===== src/rtl/sdram_arb_pkg.sv =====
// Shared definitions for the SDRAM host-port arbiter: FSM state encoding and
// default bus/watchdog sizing used as parameter defaults by the RTL.
// No ports; imported by sdram_arb_watchdog and sdram_host_arbiter.
package sdram_arb_pkg;

    typedef enum logic [1:0] {
        ST_IDLE    = 2'd0,
        ST_ISSUE   = 2'd1,
        ST_WAIT    = 2'd2,
        ST_RELEASE = 2'd3
    } arb_state_e;

    localparam int          ARB_ADDR_W      = 23;
    localparam int          ARB_DATA_W      = 16;
    localparam int          ARB_TO_W        = 24;
    // 100 ms at 50 MHz
    localparam logic [23:0] ARB_TIMEOUT_CYC = 24'd5_000_000;

endpackage


===== src/rtl/sdram_arb_watchdog.sv =====
// Watchdog counter: clears on clr_i, counts while en_i, saturates at LIMIT-1.
// Latency: expire_o is combinational from the count register (asserts on the
// LIMIT-th enabled cycle after a clear). No backpressure.
// Ports: CLOCK_50, RESET_n, clr_i (synchronous clear), en_i (count enable),
//        expire_o (count has reached LIMIT-1).
module sdram_arb_watchdog
    import sdram_arb_pkg::*;
#(
    parameter int              TO_W  = ARB_TO_W,
    parameter logic [TO_W-1:0] LIMIT = TO_W'(ARB_TIMEOUT_CYC)
) (
    input  logic CLOCK_50,
    input  logic RESET_n,
    input  logic clr_i,
    input  logic en_i,
    output logic expire_o
);

    localparam logic [TO_W-1:0] CNT_MAX = LIMIT - TO_W'(1);

    logic [TO_W-1:0] cnt_q, cnt_d;

    always_comb begin
        cnt_d = cnt_q;
        if (clr_i) begin
            cnt_d = '0;
        end else if (en_i && (cnt_q != CNT_MAX)) begin
            cnt_d = cnt_q + TO_W'(1);
        end
    end

    always_ff @(posedge CLOCK_50 or negedge RESET_n) begin
        if (!RESET_n) begin
            cnt_q <= '0;
        end else begin
            cnt_q <= cnt_d;
        end
    end

    assign expire_o = (cnt_q == CNT_MAX);

endmodule


===== src/rtl/sdram_host_arbiter.sv =====
// Two-requester arbiter/sequencer for the Sdram_Controller host port (LENGTH=1).
// Latency: request->ctl_addr 1 edge, ctl_wr/rd 2 edges; done 1 edge after ctl_done.
// Backpressure: requests are level-held until reqN_done; only sampled in IDLE.
// Ports: reqN_{wr,rd,addr,wdata} in / reqN_{done,rdata} out per requester,
//        ctl_* to/from the controller, busy/grant_id/timeout_err status.
// Build option SDRAM_ARB_FIXED_PRIO_EN: requester 0 wins simultaneous requests
// (default build is round-robin on grant_id).
module sdram_host_arbiter
    import sdram_arb_pkg::*;
#(
    parameter int              ADDR_W      = ARB_ADDR_W,
    parameter int              DATA_W      = ARB_DATA_W,
    parameter int              TO_W        = ARB_TO_W,
    parameter logic [TO_W-1:0] TIMEOUT_CYC = TO_W'(ARB_TIMEOUT_CYC)
) (
    input  logic              CLOCK_50,
    input  logic              RESET_n,
    input  logic              req0_wr,
    input  logic              req0_rd,
    input  logic [ADDR_W-1:0] req0_addr,
    input  logic [DATA_W-1:0] req0_wdata,
    output logic              req0_done,
    output logic [DATA_W-1:0] req0_rdata,
    input  logic              req1_wr,
    input  logic              req1_rd,
    input  logic [ADDR_W-1:0] req1_addr,
    input  logic [DATA_W-1:0] req1_wdata,
    output logic              req1_done,
    output logic [DATA_W-1:0] req1_rdata,
    output logic [ADDR_W-1:0] ctl_addr,
    output logic              ctl_wr,
    output logic              ctl_rd,
    output logic [DATA_W-1:0] ctl_datain,
    input  logic              ctl_done,
    input  logic [DATA_W-1:0] ctl_dataout,
    output logic              busy,
    output logic              grant_id,
    output logic              timeout_err
);

    arb_state_e        state_q, state_d;
    logic [ADDR_W-1:0] ctl_addr_q, ctl_addr_d;
    logic [DATA_W-1:0] ctl_datain_q, ctl_datain_d;
    logic              ctl_wr_q, ctl_wr_d;
    logic              ctl_rd_q, ctl_rd_d;
    logic              op_wr_q, op_wr_d;
    logic              grant_id_q, grant_id_d;
    logic              done0_q, done0_d;
    logic              done1_q, done1_d;
    logic [DATA_W-1:0] rdata0_q, rdata0_d;
    logic [DATA_W-1:0] rdata1_q, rdata1_d;
    logic              timeout_err_q, timeout_err_d;

    logic want0, want1, pick1;
    logic wd_clr, wd_en, wd_expire;

    assign want0 = req0_wr | req0_rd;
    assign want1 = req1_wr | req1_rd;

`ifdef SDRAM_ARB_FIXED_PRIO_EN
    assign pick1 = want1 & ~want0;
`else
    // On a tie, serve whoever was not served last.
    assign pick1 = want1 & (~want0 | ~grant_id_q);
`endif

    sdram_arb_watchdog #(
        .TO_W  (TO_W),
        .LIMIT (TIMEOUT_CYC)
    ) u_watchdog (
        .CLOCK_50 (CLOCK_50),
        .RESET_n  (RESET_n),
        .clr_i    (wd_clr),
        .en_i     (wd_en),
        .expire_o (wd_expire)
    );

    always_comb begin
        state_d       = state_q;
        ctl_addr_d    = ctl_addr_q;
        ctl_datain_d  = ctl_datain_q;
        ctl_wr_d      = ctl_wr_q;
        ctl_rd_d      = ctl_rd_q;
        op_wr_d       = op_wr_q;
        grant_id_d    = grant_id_q;
        done0_d       = 1'b0;
        done1_d       = 1'b0;
        rdata0_d      = rdata0_q;
        rdata1_d      = rdata1_q;
        timeout_err_d = timeout_err_q;
        wd_clr        = 1'b0;
        wd_en         = 1'b0;

        case (state_q)
            ST_IDLE: begin
                if (want0 || want1) begin
                    ctl_addr_d   = pick1 ? req1_addr  : req0_addr;
                    ctl_datain_d = pick1 ? req1_wdata : req0_wdata;
                    // Write wins when a requester raises both levels.
                    op_wr_d      = pick1 ? req1_wr    : req0_wr;
                    grant_id_d   = pick1;
                    state_d      = ST_ISSUE;
                end
            end
            ST_ISSUE: begin
                ctl_wr_d = op_wr_q;
                ctl_rd_d = ~op_wr_q;
                wd_clr   = 1'b1;
                state_d  = ST_WAIT;
            end
            ST_WAIT: begin
                wd_en = 1'b1;
                // ctl_done takes priority so a coincident timeout is a normal completion.
                if (ctl_done || wd_expire) begin
                    ctl_wr_d = 1'b0;
                    ctl_rd_d = 1'b0;
                    done0_d  = ~grant_id_q;
                    done1_d  = grant_id_q;
                    state_d  = ST_RELEASE;
                    if (ctl_done) begin
                        if (!op_wr_q && !grant_id_q) rdata0_d = ctl_dataout;
                        if (!op_wr_q &&  grant_id_q) rdata1_d = ctl_dataout;
                    end else begin
                        timeout_err_d = 1'b1;
                    end
                end
            end
            ST_RELEASE: begin
                // Gives the finished requester one edge to drop its level.
                state_d = ST_IDLE;
            end
            default: state_d = ST_IDLE;
        endcase
    end

    always_ff @(posedge CLOCK_50 or negedge RESET_n) begin
        if (!RESET_n) begin
            state_q       <= ST_IDLE;
            ctl_addr_q    <= '0;
            ctl_datain_q  <= '0;
            ctl_wr_q      <= 1'b0;
            ctl_rd_q      <= 1'b0;
            op_wr_q       <= 1'b0;
            grant_id_q    <= 1'b1;  // requester 0 wins the first tie
            done0_q       <= 1'b0;
            done1_q       <= 1'b0;
            rdata0_q      <= '0;
            rdata1_q      <= '0;
            timeout_err_q <= 1'b0;
        end else begin
            state_q       <= state_d;
            ctl_addr_q    <= ctl_addr_d;
            ctl_datain_q  <= ctl_datain_d;
            ctl_wr_q      <= ctl_wr_d;
            ctl_rd_q      <= ctl_rd_d;
            op_wr_q       <= op_wr_d;
            grant_id_q    <= grant_id_d;
            done0_q       <= done0_d;
            done1_q       <= done1_d;
            rdata0_q      <= rdata0_d;
            rdata1_q      <= rdata1_d;
            timeout_err_q <= timeout_err_d;
        end
    end

    assign ctl_addr    = ctl_addr_q;
    assign ctl_datain  = ctl_datain_q;
    assign ctl_wr      = ctl_wr_q;
    assign ctl_rd      = ctl_rd_q;
    assign req0_done   = done0_q;
    assign req1_done   = done1_q;
    assign req0_rdata  = rdata0_q;
    assign req1_rdata  = rdata1_q;
    assign grant_id    = grant_id_q;
    assign timeout_err = timeout_err_q;
    assign busy        = (state_q != ST_IDLE);

endmodule


===== config.mk =====
export PLATFORM = sky130hd
export DESIGN_NAME = sdram_host_arbiter
export DESIGN_NICKNAME = d
export VERILOG_FILES = /design/src/rtl/sdram_arb_pkg.sv /design/src/rtl/sdram_arb_watchdog.sv /design/src/rtl/sdram_host_arbiter.sv
export SDC_FILE = /design/constraint.sdc
export NUM_CORES = 1
export LEC_CHECK = 0
export CAP_MARGIN = 30
export CELL_PAD_IN_SITES_DETAIL_PLACEMENT = 2
export CELL_PAD_IN_SITES_GLOBAL_PLACEMENT = 2
export CORE_MARGIN = 3
export CORE_UTILIZATION = 27
export DETAILED_ROUTE_END_ITERATION = 6
export GPL_TIMING_DRIVEN = 1
export PLACE_DENSITY = 0.84
export SETUP_SLACK_MARGIN = 0.1
export SKIP_CTS_REPAIR_TIMING = 1
export SYNTH_ARGS = -nofsm -noshare
export SYNTH_HDL_FRONTEND = slang
export SYNTH_SLANG_ARGS = --single-unit
export TNS_END_PERCENT = 5

===== constraint.sdc =====
create_clock -name CLOCK_50 -period 2.6 [get_ports CLOCK_50]
set_input_delay 0.39 -clock CLOCK_50 [delete_from_list [all_inputs] [get_ports CLOCK_50]]
set_output_delay 0.39 -clock CLOCK_50 [all_outputs]
set_load 0.02 [all_outputs]

==> out/results.tsv, run 1 <==
stage	metric	value	unit
drt	routed_wirelength	16300	um
setup_path	worst-r2r-setup-slack	230	ps
floorplanning	die_w	138	um
floorplanning	pin_count	179	
sta	final-hold-violation-count	0	
clocking	clock_latency_at_the_later_pin_of_the_worst_skew_pair	350	ps
setup_path	crit_required	2810	ps
flow_run	timing.max_cap.violations	0	
clocking	clock_transition_at_the_registers_of_the_reported_paths	60	ps
global_route	groute.usage.overall	17.3	%
place	dpl.hpwl	12600	um
floorplanning	starting_density_of_the_core	27.9	%
status	outcome	complete, no violations	
sta	final-max-slew-violation-count	0	
drt	final_antenna_net_count	0	
setup_path	crit_path_max_fanout	7	
yosys	synthMostInstantiatedCell	dfrtp_1	
setup_path	rr_startpoint	u_watchdog.cnt_q[15]	
sta	worst_slew_margin_rel	49.1	%
final_layout	area_growth_syn_to_layout	51.8	%
drt	vias	3988	
sta	timing.hold.ws	64.6	ps
power	static-leakage-power	3.06	nW
setup_path	start_kind	flop	
sta	fin_tns_setup	0	ps
sta	skew	5.40	ps
final_layout	stdcell_count	824	
place	port_buffers	178	
power	cellPowerDensity	1080	nW/um2
drt	viasPerCell	4.84	
global_route	first_global_vias	4625	
yosys	largest_area_contributor_in_the_synthesized_netlist	dfrtp_1	
sta	pin_slew_with_the_least_headroom_to_its_limit	761	ps
sta	report.final.setup_viol	0	
yosys	yosys.area.top_type_share	54.9	%
yosys	synth_cells	418	
setup_path	cpMaxStageDelayCell	or4_1	
drt	remaining_drc_errors	0	
power	irDropWorstVdd	0.458	mV
drt	detailedRoute.firstIterationViolations	82	
drt	detailedRoute.firstPassIterationCount	4	
place	placedCellCount	809	
setup_path	worst_r2r_endpoint	u_watchdog.cnt_q[1]	
yosys	synth_async_sr_flop_share	100	%
global_route	grt_start_max_net_pins	81	
yosys	synth-warning-count	0	
setup_path	crit_path_max_incr_delay	520	ps
floorplanning	chipHeight	138	um
sta	fmax	422	MHz
clocking	cts_root_buf	clkbuf_16	
clocking	clock_sinks	104	
sta	final_period_minus_worst_setup_slack	2370	ps
drt	wl_per_cell	19.8	um
final_layout	layout-drive-gt1-share	10.9	%
setup_path	worstSetupEndpointType	flop	
global_route	grt_first_pass_wirelength	25300	um
final_layout	num_antenna_cells	0	
power	design_power_total	0.00769	W
yosys	synth_top_cells_by_area	dfrtp_1 (55%), mux2i_1 (9.0%), mux2_2 (6.2%)	
floorplanning	design.die.area	19000	um2
clocking	clock_tree_from_tritoncts	done	
clocking	number_of_buffers_created_by_cts	9	
yosys	mappedNetlistNets	523	
yosys	ys_top_cells_by_count	dfrtp_1 (103), nand2_1 (54), mux2i_1 (42)	
setup_path	crit_path_category	reg2reg	
clocking	ctsLongestPathBuffers	2	
setup_path	worstRegToRegCells	6	
yosys	synth-seq-area-share	55.5	%
place	gp_congestion	0.766	
final_layout	nets	705	
floorplanning	design.core.area	16800	um2
global_route	gr-total-overflow	0	
yosys	cell_area_synth	4690	um2
clocking	cts-htree-levels	3	
yosys	synth_enable_flop_cells	0	
setup_path	crit_arrival	2580	ps
sta	grt_setup_unrepaired	false	
worst_hold_path	min_path_type	in2async	
floorplanning	std_cell_rows	47	
setup_path	path_cells	or4_1 > or3_4 > o41ai_4 > buf_4 > mux2i_1 > nor2_1	
global_route	grt_antenna_before_repair	0	
sta	fin_crit_sh	91.2	%
yosys	synth.ff_latch_count	104	
yosys	syn_avg_cell_area	11.2	um2
yosys	yosysUniqueCellTypes	40	
yosys	synth_ff_type	dfrtp_1	
## layout by cell type, fill, tap and decap left out, drive strengths merged, types with 3 or more instances in the layout
cell type and n:
a21oi 10, and3 3, buf 15, clkbuf 11, clkdlybuf4s50 177, dfrtp 103, ha 4, inv 10
mux2 34, mux2i 42, nand2 54, nand3 8, nand4 11, nor2 19, nor4 4, o21ai 49
o22ai 3, or3 9, or4 5, xor2 12
## metrics by stage
step / utilization [%] / cell area (um2) / setup slack, ps
6_report: 42.4 / 7120 / 229
5_1_grt: 42.4 / 7120 / 115
4_1_cts: 42.4 / 7120 / 183
3_5_place_dp: 40.5 / 6820 / 202
3_3_place_gp: 40.5 / 6820 / 262
2_1_floorplan: - / 4690 / 252
## layer usage
layer  wire length (um)  part of all wire (%)  global-route usage (%)
met1               6090                    37                    18.9
met2               8810                    54                    31.9
met3               1060                   6.5                    5.59
met4                328                   2.0                    5.21
met5                  0                     0                       0
## sequential cells by signal (all words and copies together) (netlist names), 2 cells and up
signal,cells
ctl_addr,23
ctl_datain,16
req0_rdata,16
req1_rdata,16
state_q,2
u_watchdog.cnt_q,24
## cell type report
| class | count | area [um2] |
|---|---|---|
| fillers | 1741 | 9690 |
| flip-flops and latches | 104 | 2600 |
| multi-input cells | 283 | 1980 |
| repair buffers | 192 | 1920 |
| well taps | 220 | 275 |
| clock buffers | 11 | 253 |
| clock inverters | 4 | 53.8 |
| inverters | 10 | 37.5 |
## logic make-up after synthesis
kind of cell             Yosys count  synth area share, %
flip-flops                       104                 55.5
buffers and inverters             31                 2.83
multiplexers                      76                 17.3
XOR/XNOR                          13                 2.43
adder cells (fa/ha/maj)            4                 1.07
AO/OA/AOI/OAI                     69                 8.42
AND/OR/NAND/NOR                  121                 12.5
## power by group
group | total (W) | switching, W | internal (W)
combinational | 0.00367 | 0.00198 | 0.00170
sequential | 0.00262 | 0.000401 | 0.00222
clock | 0.00139 | 0.000600 | 0.000795
## critical path, delay by kind of cell, from the launching register on
family	cells	cell delay (ps)
AOI/OAI and AO/OA	1	440
buffers and inverters	1	240
and+or+nand+nor	3	950
muxes	1	190
DFF	1	410
## worst max-delay path by stage
stage                               from  cells past startpoint                   to  slack (ps)
floorplan                     state_q[0]                      7       req0_rdata[14]         250
global placement    u_watchdog.cnt_q[15]                      6  u_watchdog.cnt_q[1]         260
detailed placement  u_watchdog.cnt_q[15]                      6  u_watchdog.cnt_q[1]         200
CTS                 u_watchdog.cnt_q[15]                      6  u_watchdog.cnt_q[1]         180
global route        u_watchdog.cnt_q[15]                      6  u_watchdog.cnt_q[1]         120
finish              u_watchdog.cnt_q[15]                      6  u_watchdog.cnt_q[1]         230
Power figures use the tool's default switching activity.
==> run 2, diff against run 1 <==
Settings changed: SKIP_LAST_GASP from default to 1.
==> results of run 2 <==
Same layout as run 1: the final DEF is identical, and so are final timing and power.
==> run 3, diff against run 2 <==
Settings changed: SKIP_CTS_REPAIR_TIMING 1 to default.
==> results of run 3 <==
Same layout as run 1: the final DEF is identical, and so are final timing and power.
